**config.mk**
```make
export PLATFORM = sky130hd
export DESIGN_NAME = ahb_apb_bridge_ms
export DESIGN_NICKNAME = d
export VERILOG_FILES = /design/src/rtl/ahb_apb_bridge_ms_pkg.sv /design/src/rtl/ahb_apb_bridge_ms_apb_wait_timer.sv /design/src/rtl/ahb_apb_bridge_ms.sv
export SDC_FILE = /design/constraint.sdc
export NUM_CORES = 1
export LEC_CHECK = 0
export ABC_AREA = 0
export CAP_MARGIN = 25
export CORE_ASPECT_RATIO = 0.8
export CORE_UTILIZATION = 35
export DETAILED_ROUTE_END_ITERATION = 6
export MAX_ROUTING_LAYER = met4
export PLACE_DENSITY = 0.63
export SYNTH_ARGS = -nofsm -noshare
export SYNTH_HDL_FRONTEND = slang
export SYNTH_SLANG_ARGS = --single-unit
```
**constraint.sdc**
```tcl
create_clock -name HCLK -period 2.5 [get_ports HCLK]
set_input_delay 0.5 -clock HCLK [delete_from_list [all_inputs] [get_ports HCLK]]
set_output_delay 0.5 -clock HCLK [all_outputs]
set_load 0.02 [all_outputs]
```
**src/rtl/ahb_apb_bridge_ms_pkg.sv**
```systemverilog
// Shared types and constants for the AHB-Lite to APB3 bridge.
// Latency: n/a (declarations only).
// Backpressure: n/a (declarations only).
package ahb_apb_pkg;

  localparam int APB_DATA_W = 32;

  localparam logic [1:0] HTRANS_IDLE   = 2'b00;
  localparam logic [1:0] HTRANS_BUSY   = 2'b01;
  localparam logic [1:0] HTRANS_NONSEQ = 2'b10;
  localparam logic [1:0] HTRANS_SEQ    = 2'b11;

  localparam logic HRESP_OKAY  = 1'b0;
  localparam logic HRESP_ERROR = 1'b1;

  typedef enum logic [2:0] {
    ST_IDLE   = 3'd0,
    ST_LATCH  = 3'd1,
    ST_SETUP  = 3'd2,
    ST_ACCESS = 3'd3,
    ST_DONE   = 3'd4,
    ST_ERR1   = 3'd5,
    ST_ERR2   = 3'd6
  } state_e;

  // One-hot select for a 4-bit slot field; callers truncate to their slot count.
  function automatic logic [15:0] slot_onehot(input logic [3:0] slot);
    return 16'h0001 << slot;
  endfunction

endpackage

```
**src/rtl/ahb_apb_bridge_ms_apb_wait_timer.sv**
```systemverilog
// APB access stall timer: counts ACCESS cycles with PREADY low and flags the abort cycle.
// Latency: expire_o is combinational from en_i/count, for use in the FSM next-state logic only.
// Backpressure: none; TIMEOUT == 0 disables the abort entirely.
// Ports: clk, rst_n (async active-low), clr_i (zero the count), en_i (stalled ACCESS cycle),
//        expire_o (this stalled cycle is the TIMEOUT-th one).
module apb_wait_timer #(
  parameter int unsigned TIMEOUT = 256
) (
  input  logic clk,
  input  logic rst_n,
  input  logic clr_i,
  input  logic en_i,
  output logic expire_o
);

  localparam int unsigned LAST_INT = (TIMEOUT == 0) ? 0 : TIMEOUT - 1;
  localparam logic [15:0] LAST     = 16'(LAST_INT);
  localparam bit          ENABLED  = (TIMEOUT != 0);

  logic [15:0] count_q, count_d;

  always_comb begin
    count_d = count_q;
    if (clr_i) begin
      count_d = '0;
    end else if (en_i) begin
      // Free-runs (and may wrap) when disabled; the compare is gated off then.
      count_d = count_q + 16'd1;
    end
  end

  // Count still holds the number of earlier stalled cycles, so LAST means this is stall #TIMEOUT.
  assign expire_o = ENABLED && en_i && (count_q == LAST);

  always_ff @(posedge clk or negedge rst_n) begin
    if (!rst_n) begin
      count_q <= '0;
    end else begin
      count_q <= count_d;
    end
  end

endmodule

```
**src/rtl/ahb_apb_bridge_ms.sv**
```systemverilog
// AHB-Lite slave to APB3 master bridge with slot decode, PSLVERR/timeout error mapping.
// Latency: 3 AHB wait states for a zero-wait APB slave, +1 per PREADY-low ACCESS cycle.
// Backpressure: HREADYOUT low from LATCH through ACCESS (and ERR1); APB side stalls via PREADY.
// Ports: AHB slave side (HSEL, HREADYIN, HADDR, HTRANS, HWRITE, HWDATA -> HREADYOUT, HRESP, HRDATA),
//        APB master side (PSEL, PADDR, PWRITE, PENABLE, PWDATA <- PRDATA, PREADY, PSLVERR),
//        TIMEOUT_EVT single-cycle abort pulse. All outputs come straight from flops.
module ahb_apb_bridge_ms
  import ahb_apb_pkg::*;
#(
  parameter int unsigned NUM_SLAVES = 16,
  parameter int unsigned ADDR_WIDTH = 32,
  parameter int unsigned SLOT_LSB   = 24,
  parameter int unsigned TIMEOUT    = 256
) (
  input  logic                  HCLK,
  input  logic                  HRESETN,
  input  logic                  HSEL,
  input  logic                  HREADYIN,
  input  logic [ADDR_WIDTH-1:0] HADDR,
  input  logic [1:0]            HTRANS,
  input  logic                  HWRITE,
  input  logic [APB_DATA_W-1:0] HWDATA,
  output logic                  HREADYOUT,
  output logic                  HRESP,
  output logic [APB_DATA_W-1:0] HRDATA,
  output logic [NUM_SLAVES-1:0] PSEL,
  output logic [ADDR_WIDTH-1:0] PADDR,
  output logic                  PWRITE,
  output logic                  PENABLE,
  output logic [APB_DATA_W-1:0] PWDATA,
  input  logic [APB_DATA_W-1:0] PRDATA,
  input  logic                  PREADY,
  input  logic                  PSLVERR,
  output logic                  TIMEOUT_EVT
);

  localparam logic [4:0] NUM_SLAVES_W = 5'(NUM_SLAVES);

  state_e                  state_q, state_d;
  logic                    hreadyout_q, hreadyout_d;
  logic                    hresp_q, hresp_d;
  logic [APB_DATA_W-1:0]   hrdata_q, hrdata_d;
  logic [NUM_SLAVES-1:0]   psel_q, psel_d;
  logic [ADDR_WIDTH-1:0]   paddr_q, paddr_d;
  logic                    pwrite_q, pwrite_d;
  logic                    penable_q, penable_d;
  logic [APB_DATA_W-1:0]   pwdata_q, pwdata_d;
  logic                    timeout_evt_q, timeout_evt_d;

  logic                    accept;
  logic [3:0]              slot;
  logic                    slot_err;
  logic [NUM_SLAVES-1:0]   slot_psel;
  logic                    timer_clr;
  logic                    timer_en;
  logic                    timer_expire;

  // Only NONSEQ/SEQ start a transfer; IDLE/BUSY get the default zero-wait OKAY.
  assign accept = HSEL && HREADYIN && !((HTRANS == HTRANS_IDLE) || (HTRANS == HTRANS_BUSY));

  // Decode from the registered address so the slot check lands in LATCH.
  assign slot      = paddr_q[SLOT_LSB +: 4];
  assign slot_err  = ({1'b0, slot} >= NUM_SLAVES_W);
  assign slot_psel = NUM_SLAVES'(slot_onehot(slot));

  // Counter restarts for every access as the FSM leaves SETUP.
  assign timer_clr = (state_q == ST_SETUP);
  assign timer_en  = (state_q == ST_ACCESS) && !PREADY;

  apb_wait_timer #(
    .TIMEOUT (TIMEOUT)
  ) u_wait_timer (
    .clk      (HCLK),
    .rst_n    (HRESETN),
    .clr_i    (timer_clr),
    .en_i     (timer_en),
    .expire_o (timer_expire)
  );

  always_comb begin
    state_d       = state_q;
    hreadyout_d   = hreadyout_q;
    hresp_d       = hresp_q;
    hrdata_d      = hrdata_q;
    psel_d        = psel_q;
    paddr_d       = paddr_q;
    pwrite_d      = pwrite_q;
    penable_d     = penable_q;
    pwdata_d      = pwdata_q;
    timeout_evt_d = 1'b0;

    case (state_q)
      // DONE behaves like IDLE for the next address phase, giving back-to-back transfers.
      ST_IDLE, ST_DONE: begin
        hreadyout_d = 1'b1;
        hresp_d     = HRESP_OKAY;
        state_d     = ST_IDLE;
        if (accept) begin
          state_d     = ST_LATCH;
          paddr_d     = HADDR;
          pwrite_d    = HWRITE;
          hreadyout_d = 1'b0;
        end
      end

      ST_LATCH: begin
        // Data phase: HWDATA is valid now; capturing it on reads is harmless.
        pwdata_d = HWDATA;
        if (slot_err) begin
          state_d = ST_ERR1;
          hresp_d = HRESP_ERROR;
          if (!pwrite_q) hrdata_d = '0;
        end else begin
          state_d = ST_SETUP;
          psel_d  = slot_psel;
        end
      end

      ST_SETUP: begin
        state_d   = ST_ACCESS;
        penable_d = 1'b1;
      end

      ST_ACCESS: begin
        // PREADY is checked first so a response on the timeout cycle still completes normally.
        if (PREADY) begin
          psel_d    = '0;
          penable_d = 1'b0;
          if (PSLVERR) begin
            state_d = ST_ERR1;
            hresp_d = HRESP_ERROR;
            if (!pwrite_q) hrdata_d = '0;
          end else begin
            state_d     = ST_DONE;
            hreadyout_d = 1'b1;
            if (!pwrite_q) hrdata_d = PRDATA;
          end
        end else if (timer_expire) begin
          psel_d        = '0;
          penable_d     = 1'b0;
          state_d       = ST_ERR1;
          hresp_d       = HRESP_ERROR;
          timeout_evt_d = 1'b1;
          if (!pwrite_q) hrdata_d = '0;
        end
      end

      ST_ERR1: begin
        state_d     = ST_ERR2;
        hreadyout_d = 1'b1;
        hresp_d     = HRESP_ERROR;
      end

      // The master cancels whatever it presents here, so no transfer is accepted.
      ST_ERR2: begin
        state_d     = ST_IDLE;
        hreadyout_d = 1'b1;
        hresp_d     = HRESP_OKAY;
      end

      default: begin
        state_d     = ST_IDLE;
        hreadyout_d = 1'b1;
        hresp_d     = HRESP_OKAY;
        psel_d      = '0;
        penable_d   = 1'b0;
      end
    endcase
  end

  always_ff @(posedge HCLK or negedge HRESETN) begin
    if (!HRESETN) begin
      state_q       <= ST_IDLE;
      hreadyout_q   <= 1'b1;
      hresp_q       <= HRESP_OKAY;
      hrdata_q      <= '0;
      psel_q        <= '0;
      paddr_q       <= '0;
      pwrite_q      <= 1'b0;
      penable_q     <= 1'b0;
      pwdata_q      <= '0;
      timeout_evt_q <= 1'b0;
    end else begin
      state_q       <= state_d;
      hreadyout_q   <= hreadyout_d;
      hresp_q       <= hresp_d;
      hrdata_q      <= hrdata_d;
      psel_q        <= psel_d;
      paddr_q       <= paddr_d;
      pwrite_q      <= pwrite_d;
      penable_q     <= penable_d;
      pwdata_q      <= pwdata_d;
      timeout_evt_q <= timeout_evt_d;
    end
  end

  assign HREADYOUT   = hreadyout_q;
  assign HRESP       = hresp_q;
  assign HRDATA      = hrdata_q;
  assign PSEL        = psel_q;
  assign PADDR       = paddr_q;
  assign PWRITE      = pwrite_q;
  assign PENABLE     = penable_q;
  assign PWDATA      = pwdata_q;
  assign TIMEOUT_EVT = timeout_evt_q;

endmodule

```
==> summary.txt <==
status - completed
Slew @ Worst Pin - 495 ps
post-synth cell types - 44
drt pass-1 iters - 4
worst skew pair latency - 420 ps
gr usage total - 19.0%
n_diodes - 0
fillcell total - 1277
# DRC - 0
Mean Syn Cell Area - 14.0 um^2
Initial Util - 36.0%
ANT nets after route - 0
WP buf/inv - 1
Die ar. - 0.0160 mm^2
sequential share of the synthesized area - 62.6%
clock skew - 9.81 ps
first-pass GRT wire length - 22.4 mm
CP peak stage delay - 680 ps
Iter 0 DRT Violations - 252
GRT overflow - 0
Slew headroom - 66.9%
DP Worst Slack - 106 ps
core area - 0.0151 mm^2
Yosys warning total - 0
Crit. End Element - output pin
CTS tree - yes
CTS sink count - 136
I/O pin total - 222
Fin Setup TNS - 0 ps
Syn Inst Count - 388
Critical Path Source Type - flip-flop
Area Overhead vs Synth - 56.5%
async set-reset flop share out of synthesis - 100%
Final Hold Viols - 0
vias in the first global route - 4359
FF-to-FF setup slack - 410 ps
Crit path max-delay family - buffers and inverters
PortBufs - 220
share of layout cells above drive strength 1 - 18.6%
critical path peak fanout - 9
clk slew on worst S/H paths - 60 ps
gpl congestion - 0.788
final wirelength - 14.0 mm
routed vias - 4151
largest net degree at the start of global routing - 52
crit path max-delay cell type - clkdlybuf4s50_1
vias per std cell - 4.92
EDFF count, synth - 0
fmax - 0.473 GHz
PwrDens - 1220 mW/mm^2
Top FF cell, synth - dfrtp_1
Die Span Y - 113 um
Setup WS post-layout - 388 ps
crit-path cells - clkdlybuf4s50_1
Mapped Nets - 494
standard-cell rows - 40
leakage - 0.00362 uW
HPWL Detailed - 10.0 mm
most common cell after layout, fill and taps aside - clkdlybuf4s50_1
MaxCap Viol Count - 0
initial antenna violation count - 0
VDD IR max - 734 uV
most frequent cells in the layout - clkdlybuf4s50_1, dfrtp_1, mux2_2
clock period minus final worst setup slack - 2110 ps
htree depth - 4
Yosys reg bits - 136
max-slew violation count - 0
Req. time, crit path - 2000 ps
critical setup path kind - flip-flop to output pin
mapped cell area - 0.00544 mm^2
Num CTS Buffers - 17
Post-CTS Setup Inserts - 0
CTS root buffer - clkbuf_16
Final Cycle Share - 84.5%
chip width - 141 um
Clock Tree Buf Depth - 2
RSZ-0062 raised after global routing - false
WP data arrival - 1610 ps
Nets - 728
hold crit path type - flip-flop to flip-flop
hold buffer count at CTS - 1
wire per inst - 16.7 um
post-CTS sizing - 0
number of setup violations in the final report - 0
## registers in the layout, indices dropped and copies added, names as in the netlist
| signal | flops |
|---|---|
| PWDATA | 32 |
| HRESP | 1 |
| PWRITE | 1 |
| PENABLE | 1 |
| u_wait_timer.count_q | 16 |
| TIMEOUT_EVT | 1 |
| PSEL | 16 |
| PADDR | 32 |
| state_q | 3 |
| HREADYOUT | 1 |
| HRDATA | 32 |
## cells in the mapped netlist (8+ instances only)
| master | count | area (um^2) |
|---|---|---|
| mux2_2 | 65 | 732 |
| a22o_1 | 43 | 377 |
| nor2_1 | 20 | 75.1 |
| clkbuf_1 | 8 | 30.0 |
| o21ai_0 | 9 | 45.0 |
| nand2_1 | 9 | 33.8 |
| dfrtp_1 | 135 | 3380 |
## cell type report
type,instances,area [um^2],area share [%]
clock inverters,12,104,1.22
inverters,6,22.5,0.265
repair buffers,234,2370,27.9
flip-flops and latches,136,3400,40.0
clock buffers,18,439,5.16
multi-input cells,227,1910,22.4
well taps,210,263,3.09
## kinds of logic after synthesis
kind of cell	after synthesis	synth area share [%]
AOI/OAI and AO/OA	80	12.3
xor gates and xnor gates	8	1.29
adders and majority gates	1	0.230
buffers and inverters	25	2.55
DFF	136	62.6
muxes	65	13.5
and+or+nand+nor	73	7.59
## worst paths after layout
path | endpoint | cells after the start | startpoint
worst min-delay path | HRDATA[29] | 1 | HRDATA[29]
min in group asynchronous | PWDATA[26] | 2 | HRESETN
worst max register to register | HRDATA[6] | 6 | u_wait_timer.count_q[0]
max in group asynchronous | u_wait_timer.count_q[14] | 3 | HRESETN
worst min register to register | HRDATA[29] | 1 | HRDATA[29]
worst max-delay path | PADDR[26] | 1 | PADDR[26]
## per-stage QoR
stage / utilization (%) / cells / area (um^2) / hold slack [ps] / total power (uW)
2_1_floorplan: - / 388 / 5440 / 204 / 5840
3_3_place_gp: 52.7 / 812 / 7960 / 448 / 8020
3_5_place_dp: 52.7 / 812 / 7960 / 450 / 8080
4_1_cts: 56.3 / 843 / 8510 / 502 / 10500
5_1_grt: 56.3 / 843 / 8510 / 506 / 10900
6_report: 56.3 / 843 / 8510 / 496 / 10400
## where the power goes
group	leakage (uW)	switching, uW	total, uW	internal, uW
logic	0.00163	2120	4460	2340
registers	0.00173	536	3560	3030
clock network	0.000264	949	2320	1380
## layer usage
metal | global-route usage (%) | wire length [um]
met5 | - | 0
met4 | 7.90 | 301
met3 | 6.38 | 880
met2 | 29.3 | 6720
met1 | 22.8 | 6150
Power figures use the tool's default switching activity.
